<file path="config.mk">
export PLATFORM = sky130hd
export DESIGN_NAME = crc_frame_tx_ctrl
export DESIGN_NICKNAME = d
export VERILOG_FILES = /design/src/rtl/crc_pkg.sv /design/src/rtl/crc_ccitt_byte_step.sv /design/src/rtl/crc_frame_tx_ctrl.sv
export SDC_FILE = /design/constraint.sdc
export NUM_CORES = 1
export LEC_CHECK = 0
export BUFFER_PORTS_ARGS = -buffer_cell sky130_fd_sc_hd__buf_2
export CORE_ASPECT_RATIO = 0.7
export CORE_UTILIZATION = 56
export DETAILED_ROUTE_END_ITERATION = 12
export GPL_TIMING_DRIVEN = 0
export PLACE_DENSITY = 0.87
export SYNTH_ARGS = -nofsm -noshare
export SYNTH_HDL_FRONTEND = slang
export SYNTH_SLANG_ARGS = --single-unit
</file>
<file path="constraint.sdc">
create_clock -name clk -period 2.35 [get_ports clk]
set_input_delay 0.47 -clock clk [delete_from_list [all_inputs] [get_ports clk]]
set_output_delay 0.47 -clock clk [all_outputs]
set_load 0.1 [all_outputs]
</file>
<file path="src/rtl/crc_pkg.sv">
// Shared CCITT CRC-16 definitions (poly 0x1021, MSB-first, non-reflected)
// and the frame controller state encoding.
package crc_pkg;

  localparam logic [15:0] CRC_POLY   = 16'h1021;
  localparam logic [15:0] CRC_XOROUT = 16'hFFFF;

  typedef enum logic [1:0] {
    ST_IDLE   = 2'd0,
    ST_DATA   = 2'd1,
    ST_CRC_HI = 2'd2,
    ST_CRC_LO = 2'd3
  } state_t;

  // Byte update, data bit 7 enters first; unrolls into the usual XOR tree.
  function automatic logic [15:0] crc_ccitt_step(input logic [15:0] crc,
                                                 input logic [7:0]  data);
    logic [15:0] c;
    logic        fb;
    c = crc;
    for (int i = 7; i >= 0; i--) begin
      fb = c[15] ^ data[i];
      c  = {c[14:0], 1'b0} ^ (fb ? CRC_POLY : 16'h0000);
    end
    return c;
  endfunction

endpackage

</file>
<file path="src/rtl/crc_ccitt_byte_step.sv">
// Purely combinational CCITT CRC-16 byte update wrapping crc_pkg::crc_ccitt_step.
module crc_ccitt_byte_step
  import crc_pkg::*;
(
  input  logic [15:0] crc,
  input  logic [7:0]  data,
  output logic [15:0] crc_next
);

  assign crc_next = crc_ccitt_step(crc, data);

endmodule

</file>
<file path="src/rtl/crc_frame_tx_ctrl.sv">
// Transmit frame controller: forwards payload bytes and appends CRC-16 (high byte first).
// Optional final complement of the appended CRC under macro CRC_FRAME_XOROUT_EN.
module crc_frame_tx_ctrl
  import crc_pkg::*;
#(
  parameter logic [15:0] INIT_VALUE = 16'h0000
) (
  input  logic        clk,
  input  logic        reset,
  input  logic        s_valid,
  output logic        s_ready,
  input  logic [7:0]  s_data,
  input  logic        s_last,
  output logic        m_valid,
  input  logic        m_ready,
  output logic [7:0]  m_data,
  output logic        m_last,
  output logic        frame_done,
  output logic [15:0] crc_result
);

  state_t      state;
  state_t      state_next;
  logic [15:0] crc_acc;
  logic [15:0] crc_step;
  logic [15:0] crc_app;
  logic        out_free;
  logic        accept;
  logic        load_hi;
  logic        load_lo;

  crc_ccitt_byte_step u_step (
    .crc      (crc_acc),
    .data     (s_data),
    .crc_next (crc_step)
  );

`ifdef CRC_FRAME_XOROUT_EN
  assign crc_app = crc_acc ^ CRC_XOROUT;
`else
  assign crc_app = crc_acc;
`endif

  // Output slot is free when empty or draining this cycle; input only in IDLE/DATA.
  always_comb begin
    out_free = !m_valid || m_ready;
    s_ready  = !reset && out_free && ((state == ST_IDLE) || (state == ST_DATA));
    accept   = s_valid && s_ready;
  end

  always_ff @(posedge clk or posedge reset) begin
    if (reset) begin
      state <= ST_IDLE;
    end else begin
      state <= state_next;
    end
  end

  always_comb begin
    state_next = state;
    load_hi    = 1'b0;
    load_lo    = 1'b0;
    unique case (state)
      ST_IDLE, ST_DATA: begin
        if (accept) begin
          state_next = s_last ? ST_CRC_HI : ST_DATA;
        end
      end
      ST_CRC_HI: begin
        if (out_free) begin
          load_hi    = 1'b1;
          state_next = ST_CRC_LO;
        end
      end
      ST_CRC_LO: begin
        if (out_free) begin
          load_lo    = 1'b1;
          state_next = ST_IDLE;
        end
      end
      default: state_next = ST_IDLE;
    endcase
  end

  // Registered output byte stage and CRC accumulator
  always_ff @(posedge clk or posedge reset) begin
    if (reset) begin
      crc_acc    <= INIT_VALUE;
      m_valid    <= 1'b0;
      m_data     <= 8'h00;
      m_last     <= 1'b0;
      frame_done <= 1'b0;
      crc_result <= 16'h0000;
    end else begin
      frame_done <= m_valid && m_ready && m_last;
      if (accept) begin
        m_data  <= s_data;
        m_valid <= 1'b1;
        m_last  <= 1'b0;
        crc_acc <= crc_step;
      end else if (load_hi) begin
        m_data  <= crc_app[15:8];
        m_valid <= 1'b1;
        m_last  <= 1'b0;
      end else if (load_lo) begin
        m_data     <= crc_app[7:0];
        m_valid    <= 1'b1;
        m_last     <= 1'b1;
        crc_result <= crc_app;
        crc_acc    <= INIT_VALUE;
      end else if (m_valid && m_ready) begin
        m_valid <= 1'b0;
      end
    end
  end

endmodule

</file>
# Word-level counts from Yosys, hierarchy flattened
# Index checks and enable logic that the tools add are counted.
dict set report classes {
  n_eq_ne 7
  n_mux 29
  n_bitwise 18
  n_reduce_logical 17
}
# operator n
set op_table {}
lappend op_table {{bitwise XOR 16 bit} 8}
lappend op_table {{two-way mux 13 bit} 8}
lappend op_table {{two-way mux 16 bit} 3}
lappend op_table {{two-way mux 8 bit} 3}
lappend op_table {{two-way mux 1 bit} 10}
lappend op_table {{two-way mux 2 bit} 4}
lappend op_table {{inequality test 2 bit (second input constant)} 4}
lappend op_table {{bitwise XOR 1 bit} 8}
lappend op_table {{case mux 2 bit (3 select lines)} 1}
lappend op_table {{AND reduction 3 bit} 2}
lappend op_table {{logical AND 1 bit} 5}
lappend op_table {{equality test 2 bit (second input constant)} 2}
lappend op_table {{nonzero test 4 bit} 1}
lappend op_table {{nonzero test 3 bit} 1}
lappend op_table {{equality test 2 x 1 -> 1 bit (second input constant)} 1}
lappend op_table {{logical NOT 1 bit} 2}
lappend op_table {{logical NOT 2 bit} 1}
lappend op_table {{logical OR 1 bit} 2}
lappend op_table {{NOT 1 bit} 2}
lappend op_table {{AND reduction 2 bit} 1}
lappend op_table {{nonzero test 2 bit} 1}
lappend op_table {{OR reduction 2 bit} 1}
dict set report totals {
  register_bits 45
  output_inout_bits 28
  wordCells 78
}

# Depth between registers and ports, before layout
dict set report depth {
  ltp_word 25
  mapped_depth 7
}

# Modules after synthesis
# Synthesis repeated with hierarchy kept, for this count alone.
dict set report unflattened {
  cells_unflattened 188
  area_unflattened_um2 2452.4
}
# module n_inst cells_per_inst area_per_inst_um2 seq_area_each_um2
set by_module_without_submodules {}
lappend by_module_without_submodules {crc_frame_tx_ctrl 1 163 2064.5 1126.1}
lappend by_module_without_submodules {crc_ccitt_byte_step 1 25 387.9 0.0}

# Worst setup path before layout
# OpenSTA, ideal clock, no wires.
dict set report synth_path {
  kind {register to output}
  from {reg m_valid}
  to {out s_ready}
  t_arrival_ps 3283
  required_time_ps 1880
  setup_slack_ps -1403
  path_stages_with_launch 4
  path_cell_list {dfrtp_1 nor2b_1 clkbuf_1 nor3_1}
}
dict set report synth_between {
  elab_chain_cells 4
}
# element line
set synth_rtl {}
lappend synth_rtl {{start, declared} crc_frame_tx_ctrl.sv:14} ;# output logic m_valid,
lappend synth_rtl {{start signal, assigned} crc_frame_tx_ctrl.sv:89} ;# m_valid <= 1'b0;
lappend synth_rtl {{start signal, assigned} crc_frame_tx_ctrl.sv:98} ;# m_valid <= 1'b1;
lappend synth_rtl {{start signal, assigned} crc_frame_tx_ctrl.sv:103} ;# m_valid <= 1'b1;
lappend synth_rtl {{logical NOT 1 bit} crc_frame_tx_ctrl.sv:46} ;# out_free = !m_valid || m_ready;
lappend synth_rtl {{logical OR 1 bit} crc_frame_tx_ctrl.sv:46}
lappend synth_rtl {{logical AND 1 bit (2 in series)} crc_frame_tx_ctrl.sv:47} ;# s_ready = !reset && out_free && ((state == ST_IDLE) || (state == ST_DATA));
lappend synth_rtl {{end, declared} crc_frame_tx_ctrl.sv:11} ;# output logic s_ready,
# No other way between the ends.

# Worst setup path after layout
# Ends and elaborated chain as after synthesis.

==> run metrics <==
status=finished, final reports clean; Crit. End Element=output port; RSZ-0062 raised after global routing=no; worst-margin pin slew=846 ps; Max Fclk=466 MHz; DRC viols=0; WS Path Type=reg2out; post-detailed-route wirelength per cell=16.6 um; Post-CTS Hold Fix Bufs=0; vias in the first global route=roughly 1500; yosys warns=0; Remaining Overflow, GRT=0; Die Ht=54.9 um; gr usage total=between 20 and 30%; Max-slew headroom=between 40 and 50%; Avg Vias per Cell=5.64; Final Cycle Share=91.4%; Placement Rows=18; Max Slew Vio Count=0; clk root buf=clkbuf_8; DR vias=between 1500 and 2000; core area=about 3700 um2; CP arrival=1680 ps; clk buf depth=2; Final min period=2150 ps; Final nets=250; met2 wire len=2220 um; Die ar.=4260 um2; Buffers on Ports=40; Worst path top cell family by delay=buffers and inverters; overall routed net length=4780 um; Placer Congestion=0.845; DR pass1 iterations=4; Clock transition at path regs=80 ps; diode count=0; critical path buffer and inverter count=2; largest net degree at the start of global routing=27; Worst Clk Skew=between 4 and 5 ps; worst min path class=in2async; Fillers=269; final setup vio count=0; # H-tree levels=2; 1st-iter DRT viols=between 70 and 80; worst r2r path cells=4; clock sinks=45; M1 WL=2170 um; Synth-to-Final Area Change=17.0%; TritonCTS clock tree=yes; die extent in x=77.6 um; syn nets=202; Post-Syn Area=2240 um2; worst skew pair latency=290 ps; critical-path maximum fanout=10; final hold vios=0; share of cells above drive strength 1=43.3%; Starting Density=61.0%; critical path, cell by cell=nor2b_1 > clkbuf_2 > nor3_4 > clkbuf_4; Cells after Synth=between 150 and 200; Max Cap Violations=0; post-DP HPWL=3440 um; Crit path largest cell delay=430 ps; Total Negative Setup Slacks=0 ps; critical path's slowest cell=dfrtp_2; Top Metal Used=met4; met3 WL post-DR=319 um; Final ANT Viol Nets=0; TritonCTS buffer count=5; sequential fraction of the synthesis area=50.3%; Crit path depth=4; Seq cells post-synth=45; antenna violations before repair=0; Netlist cell types=33; Ports=41; first-pass GRT wire length=7750 um; Avg Cell Area, Syn=11.9 um2; CP required=1880 ps; startpoint types=flop
[synth_stat cells (all sizes together)]
cell	instances	area (um2)
o21bai	7	52.6
clkbuf	2	7.51
or3	2	17.5
o21ai	18	150
nand3	17	115
nor2b	2	12.5
a21o	1	7.51
mux2	17	191
a32oi	7	61.3
o21a	1	7.51
and2b	1	8.76
xnor2	16	140
nor3	2	10.0
and2	1	6.26
a21oi	7	35.0
nand2b	3	26.3
nand2	11	41.3
xor2	8	70.1
and3	1	6.26
buf	9	97.6
inv	8	30.0
a22oi	1	7.51
nor2	1	3.75
o221ai	1	8.76
dfrtp	45	1130
[kinds of logic (layout without fill, tap and decap cells)]
| kind of cell | Yosys count | after routing | share of synthesized area [%] |
|---|---|---|---|
| compound gates | 43 | 43 | 14.7 |
| xor+xnor | 24 | 24 | 9.38 |
| buf+inv | 19 | 68 | 6.03 |
| flops | 45 | 45 | 50.3 |
| mux | 17 | 17 | 8.54 |
| simple gates | 41 | 41 | 11.1 |
[what timing repair did]
item	CTS	global route
resized for setup	0	3
setup endpoints to repair	0	1
setup buffers	0	0
[area by class of cell]
| type | count | area, um2 | area share [%] |
|---|---|---|---|
| clock buffer | 6 | 72.6 | 2.77 |
| multi-input combinational | 125 | 991 | 37.8 |
| clock inverter | 2 | 10.0 | 0.382 |
| tap | 50 | 62.6 | 2.39 |
| inverter | 8 | 30.0 | 1.15 |
| timing repair buffer | 41 | 223 | 8.49 |
| buffer | 11 | 106 | 4.06 |
| sequential | 45 | 1130 | 43.0 |
[layout by cell type (no fill, tap or decap), drive strengths merged, types with 7 or more instances in the layout]
| cell | instances |
|---|---|
| a21oi | 7 |
| a32oi | 7 |
| buf | 49 |
| clkbuf | 9 |
| dfrtp | 45 |
| inv | 8 |
| mux2 | 17 |
| nand2 | 11 |
| nand3 | 17 |
| o21ai | 18 |
| o21bai | 7 |
| xnor2 | 16 |
| xor2 | 8 |
[final timing paths]
kind | start | to | slack, ps
max in group asynchronous | reset | crc_acc[10] | 1640
setup reg to reg | state[1] | crc_result[2] | 740
hold / removal | reset | m_last | 220
hold reg to reg | m_data[3] | m_data[3] | 490
min in group clk | m_ready | frame_done | 470
setup / recovery | m_valid | s_ready | 200
[layer usage]
layer  track usage [%]  vias up
li1                  -      756
met3              5.41        7
met5                 0        -
met2              40.1       49
met4              9.43        0
met1              35.4      811
[registers in the layout (all words and copies together), names as in the netlist]
signal	count
crc_result	16
state	2
m_last	1
crc_acc	16
frame_done	1
m_valid	1
m_data	8
[stage by stage]
step	util, %	instance area, um2	hold WS, ps	worst slack, ps	cells
after global placement	68.5	2520	466	74.7	279
after global routing	71.4	2620	253	147	288
after detailed placement	69.1	2540	483	209	280
after CTS	71.3	2620	242	39.9	288
after floorplan	-	2250	525	2.76	189
final	71.4	2620	219	203	288
Power is left out: the tool's default activity adds up to more than one toggle a clock period on the data nets, which glitch-free logic cannot reach.
